File: src/rtl/spi_slave_ctrl_burst_pkg.sv
// Shared definitions for the SPI slave burst controller: state encoding,
// clock-polarity constants and the bit-counter width helper.
package spi_slave_ctrl_burst_pkg;

    typedef enum logic [3:0] {
        ST_IDLE      = 4'd0,
        ST_ADDR      = 4'd1,
        ST_DECODE    = 4'd2,
        ST_RD_LOAD   = 4'd3,
        ST_RD_SHIFT  = 4'd4,
        ST_RD_INC    = 4'd5,
        ST_WR_SHIFT  = 4'd6,
        ST_WR_COMMIT = 4'd7,
        ST_WR_INC    = 4'd8,
        ST_WAIT_END  = 4'd9
    } state_e;

    localparam bit CPOL_RISE = 1'b0;
    localparam bit CPOL_FALL = 1'b1;

    // Wide enough to hold the longer of the command and data phases.
    function automatic int countWidth(input int addrBits, input int dataBits);
        int longest;
        longest = (addrBits + 1 > dataBits) ? addrBits + 1 : dataBits;
        return $clog2(longest + 1);
    endfunction

endpackage

File: src/rtl/spi_slave_ctrl_burst_sclk_edge_detect.sv
// One-clk sample pulse on the qualifying sclk edge; the delayed copy starts at
// the idle level so no spurious edge is seen when leaving reset.
module spi_slave_ctrl_burst_sclk_edge_detect
    import spi_slave_ctrl_burst_pkg::*;
#(
    parameter bit CPOL = CPOL_RISE
) (
    input  logic clk,
    input  logic rst_n,
    input  logic sclk_i,
    output logic sample_o
);

    logic sclk_q;

    always_ff @(posedge clk) begin
        if (!rst_n) begin
            sclk_q <= CPOL;
        end else begin
            sclk_q <= sclk_i;
        end
    end

    always_comb begin
        sample_o = 1'b0;
        unique case (CPOL)
            CPOL_RISE: sample_o = sclk_i & ~sclk_q;
            CPOL_FALL: sample_o = ~sclk_i & sclk_q;
        endcase
    end

endmodule

File: src/rtl/spi_slave_ctrl_burst.sv
// SPI slave transaction controller: command decode, single or burst data words
// with address auto-increment, and abort reporting on early chip-select release.
module spi_slave_ctrl_burst
    import spi_slave_ctrl_burst_pkg::*;
#(
    parameter int ADDR_BITS = 7,
    parameter int DATA_BITS = 8,
    parameter bit CPOL      = 1'b0,
    parameter bit BURST_EN  = 1'b1,
    parameter bit RW_POL    = 1'b1
) (
    input  logic       clk,
    input  logic       rst_n,
    input  logic       sclk,
    input  logic       cs,
    input  logic       rw_bit,
    output logic       miso_buff,
    output logic       dm_we,
    output logic       addr_we,
    output logic       sr_we,
    output logic       addr_inc,
    output logic       xfer_done,
    output logic       abort,
    output logic [3:0] state_o
);

    localparam int            CW        = countWidth(ADDR_BITS, DATA_BITS);
    localparam logic [CW-1:0] CMD_LAST  = CW'(ADDR_BITS);
    localparam logic [CW-1:0] DATA_LAST = CW'(DATA_BITS - 1);

    state_e        state_q, state_d;
    logic [CW-1:0] count_q, count_d;
    logic          sample;
    logic          miso_buff_q, dm_we_q, addr_we_q, sr_we_q, addr_inc_q, xfer_done_q, abort_q;
    logic          miso_buff_d, dm_we_d, addr_we_d, sr_we_d, addr_inc_d, xfer_done_d, abort_d;

    spi_slave_ctrl_burst_sclk_edge_detect #(.CPOL(CPOL)) u_edge (
        .clk      (clk),
        .rst_n    (rst_n),
        .sclk_i   (sclk),
        .sample_o (sample)
    );

    always_comb begin
        state_d     = state_q;
        xfer_done_d = 1'b0;
        abort_d     = 1'b0;
        unique case (state_q)
            ST_IDLE:      if (!cs) state_d = ST_ADDR;
            ST_ADDR:      if (sample && count_q == CMD_LAST) state_d = ST_DECODE;
            ST_DECODE:    state_d = (rw_bit == RW_POL) ? ST_RD_LOAD : ST_WR_SHIFT;
            ST_RD_LOAD:   state_d = ST_RD_SHIFT;
            ST_RD_SHIFT: begin
                if (sample && count_q == DATA_LAST) begin
                    xfer_done_d = 1'b1;
                    state_d     = BURST_EN ? ST_RD_INC : ST_WAIT_END;
                end
            end
            ST_RD_INC:    state_d = ST_RD_LOAD;
            ST_WR_SHIFT:  if (sample && count_q == DATA_LAST) state_d = ST_WR_COMMIT;
            ST_WR_COMMIT: state_d = BURST_EN ? ST_WR_INC : ST_WAIT_END;
            ST_WR_INC:    state_d = ST_WR_SHIFT;
            ST_WAIT_END:  state_d = ST_WAIT_END;
            default:      state_d = ST_IDLE;
        endcase

        // Chip-select release wins over a coincident sample; a shift state at
        // count 0 sits on a word boundary, so leaving there is a clean end.
        if (cs && state_q != ST_IDLE) begin
            state_d     = ST_IDLE;
            xfer_done_d = 1'b0;
            abort_d     = (state_q == ST_ADDR) || (state_q == ST_DECODE) ||
                          (((state_q == ST_RD_SHIFT) || (state_q == ST_WR_SHIFT)) && count_q != '0);
        end

        if (state_d != state_q) begin
            count_d = '0;
        end else if (sample && (state_q == ST_ADDR || state_q == ST_RD_SHIFT || state_q == ST_WR_SHIFT)) begin
            count_d = count_q + 1'b1;
        end else begin
            count_d = count_q;
        end

        addr_we_d   = (state_d == ST_ADDR);
        sr_we_d     = (state_d == ST_RD_LOAD);
        dm_we_d     = (state_d == ST_WR_COMMIT);
        addr_inc_d  = (state_d == ST_RD_INC) || (state_d == ST_WR_INC);
        miso_buff_d = (state_d == ST_RD_LOAD) || (state_d == ST_RD_SHIFT) || (state_d == ST_RD_INC);
        xfer_done_d = xfer_done_d || (state_d == ST_WR_COMMIT);
    end

    always_ff @(posedge clk) begin
        if (!rst_n) begin
            state_q     <= ST_IDLE;
            count_q     <= '0;
            miso_buff_q <= 1'b0;
            dm_we_q     <= 1'b0;
            addr_we_q   <= 1'b0;
            sr_we_q     <= 1'b0;
            addr_inc_q  <= 1'b0;
            xfer_done_q <= 1'b0;
            abort_q     <= 1'b0;
        end else begin
            state_q     <= state_d;
            count_q     <= count_d;
            miso_buff_q <= miso_buff_d;
            dm_we_q     <= dm_we_d;
            addr_we_q   <= addr_we_d;
            sr_we_q     <= sr_we_d;
            addr_inc_q  <= addr_inc_d;
            xfer_done_q <= xfer_done_d;
            abort_q     <= abort_d;
        end
    end

    assign miso_buff = miso_buff_q;
    assign dm_we     = dm_we_q;
    assign addr_we   = addr_we_q;
    assign sr_we     = sr_we_q;
    assign addr_inc  = addr_inc_q;
    assign xfer_done = xfer_done_q;
    assign abort     = abort_q;
    assign state_o   = state_q;

endmodule

File: config.mk
export PLATFORM = sky130hd
export DESIGN_NAME = spi_slave_ctrl_burst
export DESIGN_NICKNAME = d
export VERILOG_FILES = /design/src/rtl/spi_slave_ctrl_burst_pkg.sv /design/src/rtl/spi_slave_ctrl_burst_sclk_edge_detect.sv /design/src/rtl/spi_slave_ctrl_burst.sv
export SDC_FILE = /design/constraint.sdc
export NUM_CORES = 1
export LEC_CHECK = 0
export ABC_AREA = 0
export BUFFER_PORTS_ARGS = -buffer_cell sky130_fd_sc_hd__buf_4
export CAP_MARGIN = 25
export CORE_ASPECT_RATIO = 0.7
export CORE_UTILIZATION = 49
export DETAILED_ROUTE_END_ITERATION = 8
export PLACE_DENSITY = 0.71
export RECOVER_POWER = 50
export SETUP_SLACK_MARGIN = 0.3
export SYNTH_ARGS = -nofsm -noshare
export SYNTH_HDL_FRONTEND = slang
export SYNTH_HIERARCHICAL = 1
export SYNTH_SLANG_ARGS = --single-unit
File: constraint.sdc
create_clock -name clk -period 1.7 [get_ports clk]
set_input_delay 0.425 -clock clk [delete_from_list [all_inputs] [get_ports clk]]
set_output_delay 0.425 -clock clk [all_outputs]
set_load 0.1 [all_outputs]
After elaboration in Yosys (flattened, before gate mapping)
Cells that the tools add are included.
{"block": "word_totals", "register_bits": 16, "latch_bits": 0, "ram_bits": 0, "romBits": 0, "inputBits": 5, "output_inout_bits": 11, "word_cells": 59, "n_memories": 0}
{"block": "classes", "addsub": 1, "multipliers": 0, "n_div": 0, "magnitude_cmp": 0, "eq_ne": 17, "shift": 0, "muxes": 10, "n_bitwise": 3, "n_reduce_logical": 18}
{"op": "4-bit one-hot mux with 10 select lines", "n": 1}
{"op": "4-bit by 3-bit equality test with 1-bit output, second input constant", "n": 8}
{"op": "4-bit 2-to-1 mux", "n": 5}
{"op": "4-bit by 2-bit equality test with 1-bit output, second input constant", "n": 3}
{"op": "4-bit equality test, second input constant", "n": 3}
{"op": "1-bit logical OR", "n": 9}
{"op": "4-bit by 1-bit equality test with 1-bit output, second input constant", "n": 2}
{"op": "4-bit nonzero test", "n": 2}
{"op": "4-bit by 1-bit adder with 4-bit output, second input constant", "n": 1}
{"op": "1-bit logical AND", "n": 4}
{"op": "4-bit zero test", "n": 1}
{"op": "4-bit inequality test", "n": 1}
{"op": "1-bit 2-to-1 mux", "n": 3}
{"op": "3-bit 2-to-1 mux", "n": 1}
{"op": "1-bit NOT", "n": 2}
{"op": "2-bit AND reduction", "n": 1}
{"op": "2-bit OR reduction", "n": 1}
{"op": "1-bit bitwise AND", "n": 1}

Longest topological paths before layout
Gate-level depths: netlist of run 1.
{"block": "logic_depth", "word_depth": 9, "ltp_mapped": 6, "depth_no_buf": 5}

By module
Netlist of run 1, hierarchy kept.
{"mod": "spi_slave_ctrl_burst", "n_inst": 1, "cells_each": 111, "area_each_um2": 959.7, "seq_area_each_um2": 300.3}
{"mod": "spi_slave_ctrl_burst_sclk_edge_detect", "n_inst": 1, "cells_each": 3, "area_each_um2": 40.0, "seq_area_each_um2": 20.0}

Least setup slack after synthesis of run 1
Ideal clock, no wire load.
{"block": "synth_path", "path_kind": "reg2reg", "start": "register state_q[0] (netlist: state_o[0])", "end": "register miso_buff_q (netlist: miso_buff)", "setup_time_ns": 0.143, "t_arrival_ns": 2.282, "path_slack_ns": -0.725, "stages_incl_launch_ff": 6, "path_buffers": 1, "period_less_slack_ns": 2.425, "path_cell_list": "dfxtp_1 > buf_4 > inv_2 > or4_1 > a21oi_1 > o22ai_1"}
{"block": "synth_between", "elab_chain_cells": 6}
{"item": "start: declaration", "line": "spi_slave_ctrl_burst.sv:31", "text": "state_e state_q, state_d;"}
{"item": "start signal: assignment", "line": "spi_slave_ctrl_burst.sv:104", "text": "state_q <= state_d;"}
{"item": "4-bit equality test (tied with other cells)", "line": "spi_slave_ctrl_burst.sv:48", "text": "unique case (state_q)"}
{"item": "4-bit one-hot mux with 10 select lines or 1-bit logical AND (tied branches)", "line": "spi_slave_ctrl_burst.sv:48, spi_slave_ctrl_burst.sv:69"}
{"item": "4-bit 2-to-1 mux (*)", "line": "spi_slave_ctrl_burst.sv:69", "text": "if (cs && state_q != ST_IDLE) begin"}
{"item": "4-bit by 2-bit equality test with 1-bit output or 4-bit by 3-bit equality test with 1-bit output (tied branches)", "line": "spi_slave_ctrl_burst.sv:88", "text": "miso_buff_d = (state_d == ST_RD_LOAD) || (state_d == ST_RD_SHIFT) || (state_d == ST_RD_INC);"}
{"item": "1-bit logical OR", "line": "spi_slave_ctrl_burst.sv:88"}
{"item": "1-bit logical OR (*)", "line": "spi_slave_ctrl_burst.sv:88"}
{"item": "end signal: assignment", "line": "spi_slave_ctrl_burst.sv:106", "text": "miso_buff_q <= miso_buff_d;"}
{"item": "end: declaration", "line": "spi_slave_ctrl_burst.sv:34", "text": "logic miso_buff_q, dm_we_q, addr_we_q, sr_we_q, addr_inc_q, xfer_done_q, abort_q;"}
Every way passes the cells marked *; elsewhere a longest branch is shown, timed or not.
A chain may end at the register's enable or synchronous reset.

Worst setup path after layout of run 1
{"block": "layout_path", "start": "register count_q[0]", "end": "register miso_buff_q (netlist: miso_buff)"}
{"block": "layout_between", "elab_chain_cells": 8}
{"item": "start: declaration", "line": "spi_slave_ctrl_burst.sv:32", "text": "logic [CW-1:0] count_q, count_d;"}
{"item": "start signal: assignment", "line": "spi_slave_ctrl_burst.sv:105", "text": "count_q <= count_d;"}
{"item": "4-bit by 3-bit equality test with 1-bit output (*)", "line": "spi_slave_ctrl_burst.sv:50, spi_slave_ctrl_burst.sv:54, spi_slave_ctrl_burst.sv:60"}
{"item": "1-bit logical AND (*)", "line": "spi_slave_ctrl_burst.sv:50, spi_slave_ctrl_burst.sv:54, spi_slave_ctrl_burst.sv:60"}
{"item": "4-bit 2-to-1 mux, on equally long branches", "line": "spi_slave_ctrl_burst.sv:60, spi_slave_ctrl_burst.sv:50, spi_slave_ctrl_burst.sv:54"}
{"item": "4-bit one-hot mux with 10 select lines (*)", "line": "spi_slave_ctrl_burst.sv:48"}
{"item": "4-bit 2-to-1 mux (*)", "line": "spi_slave_ctrl_burst.sv:69"}
{"item": "4-bit by 2-bit equality test with 1-bit output or 4-bit by 3-bit equality test with 1-bit output (tied branches)", "line": "spi_slave_ctrl_burst.sv:88"}
{"item": "1-bit logical OR", "line": "spi_slave_ctrl_burst.sv:88"}
{"item": "1-bit logical OR (*)", "line": "spi_slave_ctrl_burst.sv:88"}
Marks and branches as above.

==> out/metrics.yaml, run 1 <==
die-area_um2: 2228
dp_slack_ps: -213.9
nNetsFinal: 157
drc: 0
synth_edf_count: 0
fillerInstances: 112
num_vias: 1035
top_usage_layer: "met2"
gp_congestion: 0.8049
root_buffer: "clkbuf_4"
required_ps: 1920
synth_fp_nets: 121
leakage_nw: 0.6013
grt_use_total_pct: 26.94
dpl.hpwl_um: 1759
routed_wl_um: 2943
max-cap-violations: 0
use_met1_pct: 34.43
yosysMostFrequentCell: "dfxtp_1"
place_area_um2: 1249
antenna_found_initial: 0
yosysTopAreaCell: "dfxtp_1"
grtUsageMet2_pct: 44.05
finalSetupViolations: 3
synthTopCellsByArea: "dfxtp_1 32%, nor2_1 3.4%, nor2b_1 3.1%, a2111oi_1 3.0%, xor2_1 2.6%"
diodes: 0
postRouteAntennaNets: 0
min_period_ps: 1720
grt_max_degree: 24
path_clk_slew_ps: 100
finish.instance_area_um2: 1549
cp_max_fo: 5
cts_max_path_buffers: 2
r2r_setup_slack_ps: -20
clock-sinks: 16
finalHoldViolCount: 0
min_path_type: "in2reg"
avgSynthCellArea_um2: 8.769
synth_commonest_cells: "16 x dfxtp_1, 9 x nor2_1"
numCtsBuffers: 3
num_io_pins: 16
drive_gt1_share_pct: 51.68
fin_skew_ps: 7.625
setup_ws_ps: -20.04
violations: "setup timing"
grt_pass1_vias: 928
detail_route.wl_per_cell_um: 17.21
arrival_ps: 1940
start_kind: "flip-flop"
avgViaCountPerCell: 6.053
hold-worst-slack_ps: 338.3
report.final.slew_viol_count: 0
core_area_um2: 1887
final.period_utilization_pct: 101.2
synth_area_um2: 999.7
synth_top_area_share_pct: 32.04
rsz0062_at_grt: "yes"
synth_ff_type: "dfxtp_1"
h-tree-depth: 1
start_util_pct: 52.98
synth_async_sr_flop_share_pct: 0
dieHeight_um: 39.79
portBuffers: 15
ys_seq_area_share_pct: 32.04
synth.distinct_cells: 49
outcome: "finished, violations left"
met3_usage_pct: 6.601
max_freq_mhz: 581.4
clk_latency_ps: 290
core.rowCount: 13
end_kind: "flip-flop"
worst-setup-path-type: "reg2reg"
syn2layout_area_growth_pct: 54.94
cts_tree: "built"
drtIter0Drc: 61
firstDrtPassIters: 4
yosysWarnings: 6
ir_drop_mv: 0.5627
powerDensity_nw_per_um2: 523.2
worst-slew-pin-transition_ps: 539.5
fp.dieW_um: 55.99
overflow: 0
grt_pass1_wl_um: 4347
synth-seq-cells: 16
syn_inst: 114
slew_headroom_pct: 64.19
-- per-layer routing --
layer / up-vias / part of all wire [%]
li1: 498 / -
met1: 493 / 46
met2: 34 / 45
met3: 10 / 5.5
met4: 0 / 2.8
met5: - / 0
-- state kept, by name (all words and copies together), names as in the netlist --
signal,count
xfer_done,1
u_edge/sclk_q,1
addr_inc,1
addr_we,1
dm_we,1
state_o,4
count_q,4
abort,1
miso_buff,1
sr_we,1
-- layout make-up --
cell class	instances	area, µm²	area share (%)
Inverter	6	22.52	1.454
Clock buffer	4	36.28	2.342
Timing Repair Buffer	39	356.6	23.02
Multi-Input combinational cell	84	768.2	49.60
Sequential cell	16	337.8	21.81
Tap cell	22	27.53	1.777
-- cells by family after synthesis --
kind of cell	Yosys count	synth area share [%]
and+or+nand+nor	48	30.79
AOI/OAI and AO/OA	29	22.40
muxes	1	1.001
DFF	16	32.04
adders and majority gates	2	2.503
xor gates and xnor gates	4	3.505
buffers and inverters	14	7.759
-- where the power goes --
group	leakage, nW	switching (W)	internal, W
sequential	0.134	0.0000125	0.000376
clock	0.0210	0.000125	0.000131
combinational	0.446	0.000104	0.0000615
-- stage by stage --
step / util, % / std cells / setup TNS (ps) / total power (W)
after floorplan: - / 114 / -344.1 / 0.0004984
after global placement: 66.18 / 154 / -528.5 / 0.0005328
after detailed placement: 66.18 / 154 / -1358 / 0.0005361
after CTS: 76.19 / 164 / -44.82 / 0.0008055
after global routing: 82.10 / 171 / -399.1 / 0.0008496
final: 82.10 / 171 / -40.87 / 0.0008104
-- path summary, 6_finish.rpt --
path	endpoint	from	cells past startpoint
min reg2reg	state_o[3]	state_o[2]	3
max	miso_buff	count_q[0]	5
max reg2reg	miso_buff	count_q[0]	5
min	u_edge/sclk_q	sclk	2
-- timing repair --
item | 4_1_cts | 5_1_grt
hold endpoints to repair | 0 | 0
buffers inserted | 6 | 7
hold buffers | 0 | 0
setup endpoints to repair | 17 | 17
pin swaps | 7 | 10
gates cloned | 0 | 0
gates resized for setup | 24 | 11
-- critical path, stage by stage, from the launching register on --
cell and delay, ps:
dfxtp_2 370, ha_4 130, nand4b_1 180, a2111o_1 500, a311o_1 300, o22ai_1 170
-- cell usage in the layout, fill, tap and decap left out, drive strengths merged, types with 2 or more instances in the layout --
cell     count
o211ai       3
o21ai        5
or4b         3
o22ai        2
nand2        6
a211oi       3
xor2         3
nand3        2
dfxtp       16
and3         2
a2111oi      4
nor2b        6
or4          2
clkbuf      13
a21oi        4
or3b         3
ha           2
or3          2
and2         2
inv          6
nor3b        3
nor4b        2
buf         30
nor2         9
No activity file was read; power rests on OpenSTA's default activity.
==> run 2, diff against run 1 <==
- CELL_PAD_IN_SITES_DETAIL_PLACEMENT: unset -> 2
- CELL_PAD_IN_SITES_GLOBAL_PLACEMENT: unset -> 2
- CORE_UTILIZATION: 49 -> 30
- PLACE_DENSITY: 0.71 -> 0.72
==> out/metrics.yaml, run 2 (synthesized netlist as in run 1, its figures left out) <==
finish.instance_area_um2: 1660  # +7.2%
drive_gt1_share_pct: 57.42  # +5.7 points
postRouteAntennaNets: 0  # unchanged
leakage_nw: 0.6553  # +9.0%
powerDensity_nw_per_um2: 577.9  # +10%
grt_max_degree: 20  # -17%
r2r_start: "count_q[0]"
nNetsFinal: 163  # +3.8%
place_area_um2: 1299  # +4.0%
worst-setup-path-type: "reg2reg"
rsz0062_at_grt: "yes"
hold_start: "sclk"
gp_congestion: 0.8844  # +9.9%
clk_latency_ps: 260  # -30 ps
num_vias: 1111  # +7.3%
detail_route.wl_per_cell_um: 23.51  # +37%
firstDrtPassIters: 7  # +3
fin_skew_ps: 1.409  # -6.216 ps
report.final.slew_viol_count: 0  # unchanged
holdPathEnd: "u_edge/sclk_q"
numCtsBuffers: 3  # unchanged
required_ps: 1840  # -80 ps
num_io_pins: 16  # unchanged
max-cap-violations: 0  # unchanged
fp.dieW_um: 71.00  # +27%
cp_max_fo: 4  # -1
finalHoldViolCount: 0  # unchanged
diodes: 0  # unchanged
dpl.hpwl_um: 2578  # +47%
r2r_setup_slack_ps: -120  # -100 ps
overflow: 0  # unchanged
root_buffer: "clkbuf_8"
final_common_cell: "buf_4"
finalSetupViolations: 10  # +7
cts_max_path_buffers: 2  # unchanged
min_path_type: "in2reg"
min_period_ps: 1816  # +95.52 ps
path_clk_slew_ps: 70  # -30 ps
h-tree-depth: 1  # unchanged
cts_tree: "built"
startpoint: "count_q[0]"
portBuffers: 15  # unchanged
reg2reg_depth: 6  # +1
avgViaCountPerCell: 5.756  # -4.9%
antenna_found_initial: 0  # unchanged
drc: 2  # +2
core_area_um2: 3169  # +68%
start_util_pct: 31.54  # -21 points
routed_wl_um: 4537  # +54%
violations: "DRC, setup timing"
syn2layout_area_growth_pct: 66.08
final.period_utilization_pct: 106.8  # +5.6 points
grt_use_total_pct: 24.31  # -2.6 points
r2r_end: "count_q[2]"
min_path_cells: 2  # unchanged
core.rowCount: 17  # +4
mostFrequentLayoutCells: "35 x buf_4, 10 x dfxtp_1, 7 x nor2_1"
die-area_um2: 3571  # +60%
setup_ws_ps: -115.6  # -95.52 ps
slew_headroom_pct: 71.12  # +6.9 points
drtIter0Drc: 34  # -44%
start_kind: "flip-flop"
arrival_ps: 1950  # about the same
dp_slack_ps: -273.2  # -59.29 ps
max_freq_mhz: 550.8  # -5.3%
grt_pass1_wl_um: 6216  # +43%
worst-slew-pin-transition_ps: 433.1  # -106.3 ps
ir_drop_mv: 0.2727  # -52%
outcome: "finished, violations left"
clock-sinks: 16  # unchanged
cts_hold_buf: 0  # unchanged
grt_pass1_vias: 1140  # +23%
end_kind: "flip-flop"
dieHeight_um: 50.30  # +26%
run 2: cell count changes in the layout (fill, tap and decap cells not counted), sizes merged:
cell and delta:
buf +15, clkbuf -9
run 2: worst max-delay path: stages, from the launching register on:
cell,delay [ps]
dfxtp_2,360
ha_4,140
nand4b_1,250
buf_4,260
or4_4,430
o21ai_4,140
a2111oi_2,110
run 2: power breakdown:
group	internal [W]	switching (W)
logic	0.0000872	0.000122
clock network	0.000206	0.000158
registers	0.000375	0.0000115
total	0.000668	0.000291
run 2: cell type report:
cell class	count	area, µm²
Fill cell	317	1509
Multi-Input combinational cell	84	794.5
Timing Repair Buffer	45	400.4
Sequential cell	16	340.3
Clock buffer	4	55.05
Tap cell	38	47.55
Inverter	6	22.52
run 2: metal layers:
layer | vias to the layer above | global-route usage, % | routed length [µm]
li1 | 510 | - | -
met1 | 569 | 32.06 | 2112
met2 | 22 | 40.22 | 2172
met3 | 10 | 4.016 | 151
met4 | 0 | 9.000 | 100
met5 | - | 0 | 0
run 2: worst max path at each step:
stage | end | slack (ps) | cells past startpoint
2_1_floorplan | count_q[0] | -70 | 5
3_3_place_gp | miso_buff | -160 | 6
3_5_place_dp | miso_buff | -270 | 6
4_1_cts | count_q[1] | -30 | 6
5_1_grt | count_q[2] | -200 | 6
6_report | count_q[2] | -120 | 6
run 2: what timing repair did:
action	in CTS	in global routing
gates resized for setup	19	21
pin swaps	4	1
setup buffers	4	11
setup endpoints to repair	17	16
run 2: metrics by stage:
stage                     total power, W  hold slack, ps  TNS (ps)  utilization, %  std cells
after floorplan                0.0004984           546.7    -344.1               -        114
after global placement         0.0005430           608.5     -1183           40.98        174
after detailed placement       0.0005505           615.1     -1925           40.98        174
after CTS                      0.0009260           376.2    -163.2           46.43        182
after global routing           0.0009890           382.9     -1619           52.39        193
final                          0.0009594           380.2    -778.0           52.39        193
==> run 3, diff against run 2 <==
- CORE_UTILIZATION: 30 -> 28
- PLACE_DENSITY: 0.72 -> 0.7
- SYNTH_HIERARCHICAL: 1 -> unset
- clock period: 1.7 -> 1.5 ns (I/O delays scaled with it)
==> out/metrics.yaml, run 3 <==
ys_seq_area_share_pct: 33.68  # +1.6 points
synth_edf_count: 0  # unchanged
yosysWarnings: 0  # -6
antenna_found_initial: 0
start_util_pct: 29.80  # -1.7 points
yosysTopAreaCell: "dfxtp_1"
cts_max_path_buffers: 2  # unchanged
synth_area_um2: 950.9  # -4.9%
syn_inst: 117  # +2.6%
fp.dieW_um: 71.66  # +0.93%
h-tree-depth: 1  # unchanged
synth_top_area_share_pct: 33.68  # +1.6 points
synth-seq-cells: 16  # unchanged
cts_hold_buf: 0  # unchanged
root_buffer: "clkbuf_8"
postGrtWorstEndpoint: "count_q[2]$_SDFFE_PP0P_/D"
synth_ff_type: "dfxtp_1"
dpl.hpwl_um: 2737  # +6.1%
synth_fp_nets: 124  # +2.5%
clock-sinks: 16  # unchanged
gp_congestion: 0.7949  # -10%
synthTopCellsByArea: "dfxtp_1 34%, o21ai_0 5.8%, nand2_1 4.7%, a21oi_1 4.2%, nor3_1 4.2%"
grt_max_degree: 11
synth_commonest_cells: "16 x dfxtp_1, 12 x nand2_1, 11 x o21ai_0"
num_io_pins: 16  # unchanged
avgSynthCellArea_um2: 8.127  # -7.3%
place_inst: 193  # +11%
worstEpCategory: "register data pin"
outcome: "stopped before the end"
numCtsBuffers: 3  # unchanged
place_area_um2: 1349  # +3.9%
synth.distinct_cells: 40  # -18%
error_line: "[ERROR DPL-0033] detailed placement checks failed during check placement."
core.rowCount: 17  # unchanged
dieHeight_um: 50.76  # +0.91%
yosysMostFrequentCell: "dfxtp_1"
lastStage: "global routing (5_1_grt)"
synth_async_sr_flop_share_pct: 0  # unchanged
portBuffers: 15  # unchanged
-- run 3: metrics by stage --
step / setup WS, ps / hold WS (ps)
4_1_cts: -107.2 / 367.9
3_5_place_dp: -191.5 / 624.6
3_3_place_gp: -153.2 / 610.0
2_1_floorplan: -247.3 / 481.4
-- run 3: repair_timing --
action	in CTS
buffers inserted	15
setup endpoints to repair	26
resized for setup	49
pin swaps	11
endpoints found under the hold margin	0
-- run 3: cells by family after synthesis --
| logic type | share of synthesized area, % |
|---|---|
| compound gates | 23.82 |
| xor+xnor | 2.764 |
| fa+ha+maj | 2.631 |
| buf+inv | 5.657 |
| flops | 33.68 |
| simple gates | 31.45 |
==> run 4, diff against run 3 <==
- CELL_PAD_IN_SITES_DETAIL_PLACEMENT: 2 -> unset
- CELL_PAD_IN_SITES_GLOBAL_PLACEMENT: 2 -> unset
- CORE_AREA: unset -> 2 2 63 65
- CORE_ASPECT_RATIO: 0.7 -> unset
- CORE_UTILIZATION: 28 -> unset
- DIE_AREA: unset -> 0 0 65 67
- PLACE_DENSITY: 0.7 -> unset
- PLACE_DENSITY_LB_ADDON: unset -> 0.15
- SETUP_SLACK_MARGIN: 0.3 -> unset
- clock period: 1.5 -> 2 ns (I/O delays scaled with it)
==> out/metrics.yaml, run 4 <==
h-tree-depth: 1  # unchanged
num_vias: 889
mostFrequentLayoutCells: "12 x nand2_1, 12 x dfxtp_1, 11 x o21ai_0"
slew_headroom_pct: 64.02
max_freq_mhz: 554.2
end_kind: "flip-flop"
finalHoldViolCount: 0
ys_seq_area_share_pct: 33.68  # unchanged
powerDensity_nw_per_um2: 607.4
clkPwrFrac_pct: 41.5
clock-sinks: 16  # unchanged
hold_start: "sclk"
syn_inst: 117  # unchanged
regArea_um2: 325.3
layoutNonFillerInstCount: 180
root_buffer: "clkbuf_8"
path_clk_slew_ps: 60
drc: 0
start_kind: "flip-flop"
drive_gt1_share_pct: 25.76
hold-worst-slack_ps: 492.3
nNetsFinal: 140
syn2layout_area_growth_pct: 20.26
grtUsageMet2_pct: 19.97
cts_setup_buffers: 0  # -15
tns_ps: 0
start_util_pct: 26.37  # -3.4 points
power_w: 0.0006946
grt_use_total_pct: 11.94
leakage_nw: 0.4521
final.period_utilization_pct: 90.23
fp.dieW_um: 65  # -9.3%
synth_top_area_share_pct: 33.68  # unchanged
synth-seq-cells: 16  # unchanged
rsz0062_at_grt: "no"
p_sw_share_pct: 24.79
required_ps: 2120
outcome: "finished clean"
intPower_w: 0.0005224
reg2reg_depth: 5
place_area_um2: 1112  # -18%
fillerInstances: 400
report.final.slew_viol_count: 0
top_usage_layer: "met2"
synth_edf_count: 0  # unchanged
min_period_ps: 1805
cts-resized-gates: 0  # -100%
clk_latency_ps: 250
dpl.hpwl_um: 1713  # -37%
firstDrtPassIters: 5
synth_area_um2: 950.9  # unchanged
core_area_um2: 3606
met3_usage_pct: 2.534
num_io_pins: 16  # unchanged
comb_power_share_pct: 11.1
synth_async_sr_flop_share_pct: 0  # unchanged
power.share.sequential_pct: 47.4
dieHeight_um: 67  # +32%
r2r_setup_slack_ps: 200
cts_hold_buf: 0  # unchanged
place_inst: 176  # -8.8%
min_path_type: "in2reg"
grt_pass1_wl_um: 3905
postRouteAntennaNets: 0
holdPathEnd: "u_edge.sclk_q"
drtIter0Drc: 43
synth.distinct_cells: 40  # unchanged
synth_commonest_cells: "16 x dfxtp_1, 12 x nand2_1, 11 x o21ai_0"
fin_skew_ps: 3.903
core.rowCount: 22  # +5
yosysTopAreaCell: "dfxtp_1"
avgViaCountPerCell: 4.939
synth_fp_nets: 124  # unchanged
worst-setup-path-type: "reg2reg"
grt_pass1_vias: 793
max-cap-violations: 0
finish.instance_area_um2: 1144
r2r_end: "count_q[3]"
cp_max_fo: 17
grt_max_degree: 18
numCtsBuffers: 3  # unchanged
detail_route.wl_per_cell_um: 13.18
avgSynthCellArea_um2: 8.127  # unchanged
synth_ff_type: "dfxtp_1"
gp_congestion: 0.7967  # +0.23%
worst-slew-pin-transition_ps: 542.1
arrival_ps: 1930
diodes: 0
ir_drop_mv: 0.1806
synthTopCellsByArea: "dfxtp_1 34%, o21ai_0 5.8%, nand2_1 4.7%, a21oi_1 4.2%, nor3_1 4.2%"
switching_power_w: 0.0001722
antenna_found_initial: 0
die-area_um2: 4355
r2r_start: "state_o[0]"
cts_max_path_buffers: 2  # unchanged
cts_tree: "built"
use_met1_pct: 14.88
multi_input_area_um2: 576.8
yosysMostFrequentCell: "dfxtp_1"
finalSetupViolations: 0
routed_wl_um: 2373
min_path_cells: 2
yosysWarnings: 0  # unchanged
portBuffers: 15  # unchanged
overflow: 0
## run 4: worst max-delay path, cell delays in order (launching register included)
cell and delay [ps]:
dfxtp_2 500, or3b_4 450, a211oi_4 340, nand4_1 150
xor2_1 180, nor3_2 50
## run 4: worst max path at each step
stage | from | to | slack, ps | cells past startpoint
after global routing | state_o[0] | count_q[3] | 60 | 5
after detailed placement | state_o[0] | count_q[3] | 190 | 5
after floorplan | state_o[3] | miso_buff | -1 | 6
after global placement | sclk | xfer_done | 190 | 7
after CTS | state_o[0] | count_q[3] | 180 | 5
final | state_o[0] | count_q[3] | 200 | 5
## run 4: cells by family (layout without fill, tap and decap cells)
logic type / after synthesis / after routing / synth area share (%)
buf+inv: 11 / 26 / 5.657
xor+xnor: 3 / 3 / 2.764
compound gates: 32 / 32 / 23.82
flops: 16 / 16 / 33.68
simple gates: 53 / 53 / 31.45
fa+ha+maj: 2 / 2 / 2.631
## run 4: cell type report
class / instances / area share (%)
clock buffer: 4 / 4.814
inverter: 4 / 1.313
multi-input combinational: 90 / 50.44
sequential: 16 / 28.45
tap: 48 / 5.252
timing repair buffer: 18 / 9.737
## run 4: metal layers
metal  vias up  part of all wire [%]
li1        446                     -
met1       423                    48
met2        16                    48
met3         4                   2.7
met4         0                   1.1
met5         -                     0
## run 4: stage by stage
stage	setup slack, ps	utilization (%)
2_1_floorplan	-1.453	-
3_3_place_gp	187.7	30.85
3_5_place_dp	189.2	30.85
4_1_cts	180.7	32.37
5_1_grt	55.42	31.71
6_report	195.5	31.71
## run 4: power by group through the flow
stage	Sequential, W	Clock, W	Combinational, W
final	0.000329	0.000288	0.0000772
after global routing	0.000330	0.000315	0.0000835
after CTS	0.000329	0.000298	0.0000791
after detailed placement	0.000336	0	0.0000789
after global placement	0.000336	0	0.0000780
after floorplan	0.000354	0	0.0000382
